==> src/rtl/alu_issue_stage.sv <==
// Issue register ahead of the ALU. Selects and forwards the operands, and holds up to two
// operations in a main/skid pair so that in_ready can be a registered signal.
module alu_issue_stage #(
  parameter int unsigned WORD_SIZE = 32,
  parameter int unsigned REG_W     = 5,
  parameter int unsigned ALUOP_W   = 4
) (
  input  logic                 CLK,
  input  logic                 RST,
  input  logic                 in_valid,
  output logic                 in_ready,
  input  logic [ALUOP_W-1:0]   in_aluop,
  input  logic [REG_W-1:0]     in_rs1,
  input  logic [REG_W-1:0]     in_rs2,
  input  logic [WORD_SIZE-1:0] in_rs1_data,
  input  logic [WORD_SIZE-1:0] in_rs2_data,
  input  logic [WORD_SIZE-1:0] in_imm,
  input  logic                 in_use_imm,
  input  logic [REG_W-1:0]     in_rd,
  input  logic                 fwd_ex_valid,
  input  logic [REG_W-1:0]     fwd_ex_rd,
  input  logic [WORD_SIZE-1:0] fwd_ex_data,
  input  logic                 fwd_wb_valid,
  input  logic [REG_W-1:0]     fwd_wb_rd,
  input  logic [WORD_SIZE-1:0] fwd_wb_data,
  input  logic                 flush,
  output logic                 out_valid,
  input  logic                 out_ready,
  output logic [ALUOP_W-1:0]   out_aluop,
  output logic [WORD_SIZE-1:0] out_port_a,
  output logic [WORD_SIZE-1:0] out_port_b,
  output logic [REG_W-1:0]     out_rd
);

  localparam logic [ALUOP_W-1:0] ALU_ADD = '0;

  typedef struct packed {
    logic [ALUOP_W-1:0]   aluop;
    logic [WORD_SIZE-1:0] a;
    logic [WORD_SIZE-1:0] b;
    logic [REG_W-1:0]     rd;
    logic [REG_W-1:0]     rs1;
    logic [REG_W-1:0]     rs2;
    logic                 use_imm;
  } entry_t;

  typedef enum logic [1:0] {StEmpty, StOne, StTwo} state_e;

  state_e state_q, state_d;
  entry_t m_q, m_d, s_q, s_d, cap;
  logic   in_ready_q, in_ready_d;
  logic   in_xfer, out_xfer;

  // EX beats WB; x0 is never forwarded; no match keeps the current value.
  function automatic logic [WORD_SIZE-1:0] fwd_pick(input logic [REG_W-1:0]     rs,
                                                    input logic [WORD_SIZE-1:0] cur);
    logic [WORD_SIZE-1:0] res;
    res = cur;
    if (rs != '0) begin
      if (fwd_ex_valid && fwd_ex_rd == rs)      res = fwd_ex_data;
      else if (fwd_wb_valid && fwd_wb_rd == rs) res = fwd_wb_data;
    end
    return res;
  endfunction

  function automatic entry_t refresh(input entry_t e);
    entry_t r;
    r   = e;
    r.a = fwd_pick(e.rs1, e.a);
    if (!e.use_imm) r.b = fwd_pick(e.rs2, e.b);
    return r;
  endfunction

  assign in_xfer  = in_valid & in_ready_q;
  assign out_xfer = out_valid & out_ready;

  always_comb begin
    cap         = '0;
    cap.aluop   = in_aluop;
    cap.rd      = in_rd;
    cap.rs1     = in_rs1;
    cap.rs2     = in_rs2;
    cap.use_imm = in_use_imm;
    cap.a       = fwd_pick(in_rs1, in_rs1_data);
    cap.b       = in_use_imm ? in_imm : fwd_pick(in_rs2, in_rs2_data);
  end

  always_comb begin
    state_d = state_q;
    m_d     = refresh(m_q);
    s_d     = refresh(s_q);
    unique case (state_q)
      StEmpty: begin
        if (in_xfer) begin
          m_d     = cap;
          state_d = StOne;
        end
      end
      StOne: begin
        if (in_xfer && out_xfer) begin
          m_d = cap;
        end else if (in_xfer) begin
          s_d     = cap;
          state_d = StTwo;
        end else if (out_xfer) begin
          state_d = StEmpty;
        end
      end
      StTwo: begin
        if (out_xfer) begin
          m_d     = refresh(s_q);
          state_d = StOne;
        end
      end
      default: state_d = StEmpty;
    endcase
    if (flush) state_d = StEmpty;
    in_ready_d = (state_d != StTwo);
  end

  always_ff @(posedge CLK) begin
    if (RST) begin
      state_q    <= StEmpty;
      in_ready_q <= 1'b1;
      m_q        <= '0;
      m_q.aluop  <= ALU_ADD;
      s_q        <= '0;
      s_q.aluop  <= ALU_ADD;
    end else begin
      state_q    <= state_d;
      in_ready_q <= in_ready_d;
      m_q        <= m_d;
      s_q        <= s_d;
    end
  end

  assign in_ready   = in_ready_q;
  assign out_valid  = (state_q != StEmpty);
  assign out_aluop  = m_q.aluop;
  assign out_port_a = m_q.a;
  assign out_port_b = m_q.b;
  assign out_rd     = m_q.rd;

endmodule

==> config.mk <==
export PLATFORM = sky130hd
export DESIGN_NAME = alu_issue_stage
export DESIGN_NICKNAME = d
export VERILOG_FILES = /design/src/rtl/alu_issue_stage.sv
export SDC_FILE = /design/constraint.sdc
export NUM_CORES = 1
export LEC_CHECK = 0
export CAP_MARGIN = 20
export CELL_PAD_IN_SITES_DETAIL_PLACEMENT = 1
export CELL_PAD_IN_SITES_GLOBAL_PLACEMENT = 1
export CORE_MARGIN = 8
export CORE_UTILIZATION = 39
export CTS_CLUSTER_SIZE = 25
export DETAILED_ROUTE_END_ITERATION = 10
export HOLD_SLACK_MARGIN = 0.05
export PLACE_DENSITY = 0.8
export SYNTH_ARGS = -nofsm -noshare
export SYNTH_HDL_FRONTEND = slang
export SYNTH_SLANG_ARGS = --single-unit
==> constraint.sdc <==
create_clock -name CLK -period 2.69 [get_ports CLK]
set_input_delay 0.6725 -clock CLK [delete_from_list [all_inputs] [get_ports CLK]]
set_output_delay 0.6725 -clock CLK [all_outputs]
set_load 0.005 [all_outputs]
# Word level (Yosys, flattened, before mapping)
# Cells that the tools add are included.
word_totals:
  register_bits: 171
  input_bits: 197
  output_inout_bits: 75
  wordCells: 96
op_classes:
  eq_ne: 18
  n_mux: 35
  bitwise_logic: 3
  reduce_logical: 24
ops:
  columns: ["operator", "n"]
  rows:
  - ["32-bit 2-to-1 mux", 21]
  - ["84-bit 2-to-1 mux", 3]
  - ["84-bit case mux with 3 select lines", 1]
  - ["80-bit 2-to-1 mux", 3]
  - ["5-bit == test", 12]
  - ["5-bit nonzero test", 6]
  - ["1-bit logical AND", 13]
  - ["2-bit 2-to-1 mux", 6]
  - ["2-bit != test, second input constant", 4]
  - ["2-bit case mux with 3 select lines", 1]
  - ["4-bit AND reduction", 1]
  - ["3-bit AND reduction", 1]
  - ["3-bit nonzero test", 1]
  - ["1-bit bitwise AND", 2]
  - ["2-bit by 1-bit == test with 1-bit output, second input constant", 1]
  - ["2-bit == test, second input constant", 1]
  - ["2-bit logical NOT", 1]
  - ["2-bit nonzero test", 1]
  - ["1-bit NOT", 1]

# Longest topological paths before layout
# Gate-level depths: netlist of the first run.
logic_depth:
  word_depth: 9
  ltp_mapped: 10
  mapped_depth_nobuf: 6

# Worst setup path after synthesis of the first run
# No wires, ideal clock.
synth_timing:
  path_type: "in2reg"
  from: "in fwd_ex_rd[4]"
  to: "reg s_q[48] (netlist bit)"
  setup_time_ps: 137
  arrival_ps: 2298
  t_required_ps: 2553
  setup_slack_ps: 255
  stages: 9
  n_path_buf: 3
  path_cell_list: "buf_2 > xor2_1 > nor4b_4 > and2_4 > buf_6 > buf_8 > nor3_1 > a2111oi_2 > a211oi_1"
synth_between:
  elab_chain_cells: 7
  elab_cells_between_ends: 11
  cone_classes: "eq/ne: 2; mux: 7; reduce/logical: 2"
synth_lines:
  columns: ["element", "line", "text"]
  rows:
  - ["start, declared", "21", "input logic [REG_W-1:0] fwd_ex_rd,"]
  - ["5-bit == test", "60", "if (fwd_ex_valid && fwd_ex_rd == rs) res = fwd_ex_data;"]
  - ["1-bit logical AND", "60", null]
  - ["32-bit 2-to-1 mux", "60", null]
  - ["32-bit 2-to-1 mux", null, null]
  - ["80-bit 2-to-1 mux", "102", "end else if (in_xfer) begin"]
  - ["80-bit 2-to-1 mux", "100", "if (in_xfer && out_xfer) begin"]
  - ["80-bit 2-to-1 mux (*)", "92", "unique case (state_q)"]
  - ["end, declared", "50", "entry_t m_q, m_d, s_q, s_d, cap;"]
# Every way passes the cells marked *; elsewhere a longest branch is shown, timed or not.
# A chain may end at the register's enable or synchronous reset.

# Final worst setup path of the first run
layout_timing:
  from: "in fwd_wb_rd[2]"
  to: "reg s_q[44] (netlist bit)"
layout_between:
  elab_chain_cells: 9
  elab_cells_between_ends: 15
  cone_classes: "eq/ne: 2; mux: 11; reduce/logical: 2"
layout_lines:
  columns: ["element", "line", "text"]
  rows:
  - ["start, declared", "24", "input logic [REG_W-1:0] fwd_wb_rd,"]
  - ["5-bit == test", "61", "else if (fwd_wb_valid && fwd_wb_rd == rs) res = fwd_wb_data;"]
  - ["1-bit logical AND", "61", null]
  - ["32-bit 2-to-1 mux", "61", null]
  - ["32-bit 2-to-1 mux (2 in series)", null, null]
  - ["32-bit 2-to-1 mux, on equally long branches", null, null]
  - ["80-bit 2-to-1 mux", "102", null]
  - ["80-bit 2-to-1 mux", "100", null]
  - ["80-bit 2-to-1 mux (*)", "92", null]
# Marked as above.

==> results of run 1 <==
[through the flow]
stage / util / hold slack (ns) / setup TNS [ns]
after detailed placement: 0.500 / 0.450 / -51.65
after global routing: 0.523 / 0.480 / -0.0676
after CTS: 0.520 / 0.459 / 0
after floorplan: - / 0.436 / 0
final: 0.523 / 0.457 / 0
after global placement: 0.500 / 0.442 / -45.64
[power groups by stage]
stage | Sequential [mW] | Combinational [mW] | Clock, mW
after floorplan | 2.76 | 0.938 | 0
after global placement | 2.79 | 1.78 | 0
after detailed placement | 2.80 | 1.83 | 0
after CTS | 2.74 | 1.84 | 2.95
after global routing | 2.75 | 1.99 | 3.04
final | 2.75 | 1.88 | 2.92
[critical path, stage by stage]
cell                              delay (ns)
sky130_fd_sc_hd__clkdlybuf4s50_1        0.44
sky130_fd_sc_hd__buf_12                 0.16
sky130_fd_sc_hd__xor2_1                 0.15
sky130_fd_sc_hd__nor4_2                 0.32
sky130_fd_sc_hd__buf_4                  0.17
sky130_fd_sc_hd__and3_1                 0.20
sky130_fd_sc_hd__o21ai_4                0.09
sky130_fd_sc_hd__buf_12                 0.20
sky130_fd_sc_hd__a2111oi_1              0.47
sky130_fd_sc_hd__nor3_1                 0.10
[placed cells by master, fill, tap and decap left out, drive strengths merged, types with 8 or more instances in the layout]
cell	n
xnor2	42
clkbuf	22
o22a	30
nor3	149
nand2	192
a222oi	20
o21ai	79
o32ai	44
a22oi	38
a211oi	20
a2111oi	57
o31ai	39
inv	43
o221ai	51
a2bb2oi	13
a21oi	27
nand4	8
buf	157
a21boi	12
and3	60
nor2	31
nand3	69
xor2	18
a22o	32
dfxtp	171
o22ai	22
a31oi	96
o21a	25
a41oi	25
mux2i	32
o211a	8
clkdlybuf4s50	266
[worst paths after layout]
path	to	depth (start not counted)
max	s_q[44]	10
min reg2reg	s_q[12]	2
min	s_q[12]	2
max reg2reg	s_q[44]	8
[repair_timing]
item	CTS	global route
pin swaps	0	1
setup buffers	0	0
setup endpoints to repair	29	88
gates resized for setup	2	35
hold endpoints to repair	0	0
[layer usage]
layer	routed length (µm)	GRT usage	vias to the layer above
met5	13	0	-
met4	3100	0.159	2
met3	5900	0.0754	239
met2	32200	0.525	1020
met1	26800	0.382	8208
li1	-	-	7157
[cell families (layout without fill, tap and decap cells)]
group | after synthesis | in the layout
flip-flops | 171 | 171
XOR/XNOR | 60 | 60
multiplexers | 32 | 32
AO/OA/AOI/OAI | 651 | 651
buffers and inverters | 348 | 501
AND/OR/NAND/NOR | 543 | 543
other | 0 | 2
[cell usage after synthesis, types with 3 or more instances]
library cell	instances	area [µm²]
sky130_fd_sc_hd__nand2_1	192	721
sky130_fd_sc_hd__dfxtp_1	171	3420
sky130_fd_sc_hd__clkbuf_1	160	601
sky130_fd_sc_hd__nor3_1	148	741
sky130_fd_sc_hd__a31oi_1	96	601
sky130_fd_sc_hd__buf_4	79	593
sky130_fd_sc_hd__nand3_1	69	345
sky130_fd_sc_hd__o21ai_0	60	300
sky130_fd_sc_hd__and3_1	59	369
sky130_fd_sc_hd__buf_2	54	270
sky130_fd_sc_hd__o221ai_1	51	447
sky130_fd_sc_hd__o32ai_1	44	385
sky130_fd_sc_hd__inv_1	42	158
sky130_fd_sc_hd__xnor2_1	42	368
sky130_fd_sc_hd__a22oi_1	38	285
sky130_fd_sc_hd__o31ai_1	35	263
sky130_fd_sc_hd__a2111oi_0	32	280
sky130_fd_sc_hd__a22o_1	32	280
sky130_fd_sc_hd__mux2i_1	32	320
sky130_fd_sc_hd__nor2_1	31	116
sky130_fd_sc_hd__o22a_1	30	263
sky130_fd_sc_hd__a21oi_1	27	135
sky130_fd_sc_hd__a2111oi_2	25	375
sky130_fd_sc_hd__a41oi_1	25	219
sky130_fd_sc_hd__o21a_1	25	188
sky130_fd_sc_hd__o22ai_1	22	138
sky130_fd_sc_hd__a211oi_1	20	150
sky130_fd_sc_hd__a222oi_1	20	200
sky130_fd_sc_hd__o21ai_1	17	85.1
sky130_fd_sc_hd__xor2_1	17	149
sky130_fd_sc_hd__a2bb2oi_1	13	114
sky130_fd_sc_hd__a21boi_0	12	90.1
sky130_fd_sc_hd__nand4_1	8	50.1
sky130_fd_sc_hd__o211a_1	8	80.1
sky130_fd_sc_hd__a221oi_1	7	61.3
sky130_fd_sc_hd__and2_1	6	37.5
sky130_fd_sc_hd__buf_6	6	67.6
sky130_fd_sc_hd__nor4_1	6	37.5
sky130_fd_sc_hd__buf_1	5	18.8
sky130_fd_sc_hd__nor2b_1	4	25.0
sky130_fd_sc_hd__o31ai_2	4	50.1
sky130_fd_sc_hd__or2_2	4	25.0
sky130_fd_sc_hd__nand3b_1	3	22.5
sky130_fd_sc_hd__or4_1	3	22.5
[area by class of cell]
cell class	count	area (µm²)	area share
antenna	2	5.00	0.000277
clock inverter	10	186	0.0103
tap	455	569	0.0315
inverter	43	161	0.00894
multi-input combinational	1286	8780	0.486
sequential	171	3420	0.190
clock buffer	22	474	0.0263
timing repair buffer	426	4460	0.247
[sequential cells by signal (all words and copies together), names as in the netlist]
signal / cells
in_ready: 1
out_rd: 5
m_q: 11
state_q: 2
out_port_a: 32
out_port_b: 32
s_q: 84
out_aluop: 4
==> load_flow_metrics.sql, run 1 <==
INSERT INTO impl_metrics (metric_group, metric, value, unit) VALUES
('global_route', 'vias_in_the_first_global_route', '17700', ''),
('clock_tree', 'clock_tree_from_tritoncts', 'done', ''),
('synth', 'synth_xor_xnor_area_share', '0.0389', ''),
('die', 'fp-row-count', '68', ''),
('route', 'drt_wirelength', '68.1', 'mm'),
('synth', 'proportion_of_synthesized_flip_flops_having_asynchronous_set_or_reset', '0', ''),
('route', 'num_vias', '16600', ''),
('global_route', 'grt_start_max_net_pins', '144', ''),
('setup_path', 'critical_path_required_time', '3.01', 'ns'),
('clock_tree', 'hold_buffers', '0', ''),
('route', 'drc', '0', ''),
('run_status', 'run_status', 'finished clean', ''),
('synth', 'yosys.cell_types.count', '63', ''),
('timing', 'setup_viol_count_final', '0', ''),
('die', 'die_w', '203', 'µm'),
('clock_tree', 'max-clock-path-buffers', '2', ''),
('synth', 'synth_mux_area_frac', '0.0234', ''),
('synth', 'yosys_most_used_dff', 'sky130_fd_sc_hd__dfxtp_1', ''),
('timing', 'worst_slack', '0.00813', 'ns'),
('timing', 'grt_setup_unrepaired', 'true', ''),
('placement', 'pre_cts_ws', '-0.578', 'ns'),
('power_and_ir_drop', 'total_power_divided_by_cell_area', '418', 'mW/mm²'),
('power_and_ir_drop', 'switching_pwr', '2.28', 'mW'),
('die', 'initial_core_utilization', '0.397', ''),
('timing', 'hold_violations', '0', ''),
('synth', 'mappedNetlistNets', '2002', ''),
('cells_and_area', 'final_cells', '2415', ''),
('route', 'dr.pass1.iters', '5', ''),
('synth', 'synth_simple_gate_area_frac', '0.192', ''),
('route', 'vias_per_instance', '6.88', ''),
('synth', 'main_combinational_cell_family_by_area_after_synthesis', 'compound AO/OA/AOI/OAI gates', ''),
('timing', 'final.period_utilization', '0.997', ''),
('cells_and_area', 'post_route_cells_drive_above_1_share', '0.133', ''),
('power_and_ir_drop', 'irDropWorstVdd', '0.512', 'mV'),
('setup_path', 'r2r_slack', '0.33', 'ns'),
('setup_path', 'worst_r2r_startpoint', 's_q[4]', ''),
('timing', 'slew_worst_pin', '0.821', 'ns'),
('die', 'dieArea', '0.0414', 'mm²'),
('setup_path', 'setup.worst_path.start', 'fwd_wb_rd[2]', ''),
('synth', 'number_of_enable_type_register_cells_in_the_synthesized_netlist', '0', ''),
('timing', 'maxClockFrequency', '373', 'MHz'),
('hold_path', 'min_from', 's_q[12]', ''),
('clock_tree', 'htreeDepth', '4', ''),
('clock_tree', 'clk-insertion-delay-late', '0.47', 'ns'),
('timing', 'min_period', '2.68', 'ns'),
('setup_path', 'endpoint_kind', 'register', ''),
('setup_path', 'timing_worst_setup_path_type', 'in -> reg', ''),
('cells_and_area', 'stdcell_area', '0.0181', 'mm²'),
('synth', 'post_synth.cell_area_avg', '7.59', 'µm²'),
('global_route', 'antenna_found_initial', '2', ''),
('synth', 'post_synth_fa_ha_maj_area_fraction', '0', ''),
('power_and_ir_drop', 'seq_power_share', '0.364', ''),
('power_and_ir_drop', 'power', '7.54', 'mW'),
('synth', 'synth.ff_latch_count', '171', ''),
('clock_tree', 'cts_buffers', '17', ''),
('route', 'drt_first_iter_violations', '1572', ''),
('clock_tree', 'number_of_sinks_driven_by_the_clock_tree', '171', ''),
('global_route', 'grtUsageTotal', '0.318', ''),
('cells_and_area', 'layout_net_count', '2142', ''),
('route', 'avgRoutedWirePerCell', '28.2', 'µm'),
('synth', 'yosys_warnings', '0', ''),
('die', 'core_region_area', '0.0345', 'mm²'),
('cells_and_area', 'layout_stage_area_growth_over_the_synthesis_result', '31.9', '%'),
('clock_tree', 'worst_setup_hold_path_clk_slew', '0.07', 'ns'),
('synth', 'synth_seq_area_share', '0.250', ''),
('global_route', 'grt_first_pass_wirelength', '105', 'mm'),
('synth', 'synthesis.area', '0.0137', 'mm²'),
('power_and_ir_drop', 'clockPowerShare', '0.387', ''),
('route', 'drtAntennaViolNets', '0', ''),
('placement', 'port_buffers', '271', ''),
('power_and_ir_drop', 'netSwitchingFraction', '0.303', '');
(Power assumes the default switching activity.)
==> inputs of run 2 (changes only) <==
--- a/config.mk
+++ b/config.mk
@@ -5,7 +5,7 @@
 export SDC_FILE = /design/constraint.sdc
 export NUM_CORES = 1
 export LEC_CHECK = 0
-export CAP_MARGIN = 20
+export CAP_MARGIN = 15
 export CELL_PAD_IN_SITES_DETAIL_PLACEMENT = 1
 export CELL_PAD_IN_SITES_GLOBAL_PLACEMENT = 1
 export CORE_MARGIN = 8
==> results of run 2 <==
Same layout as run 1: the final DEF is identical, and so are final timing and power.
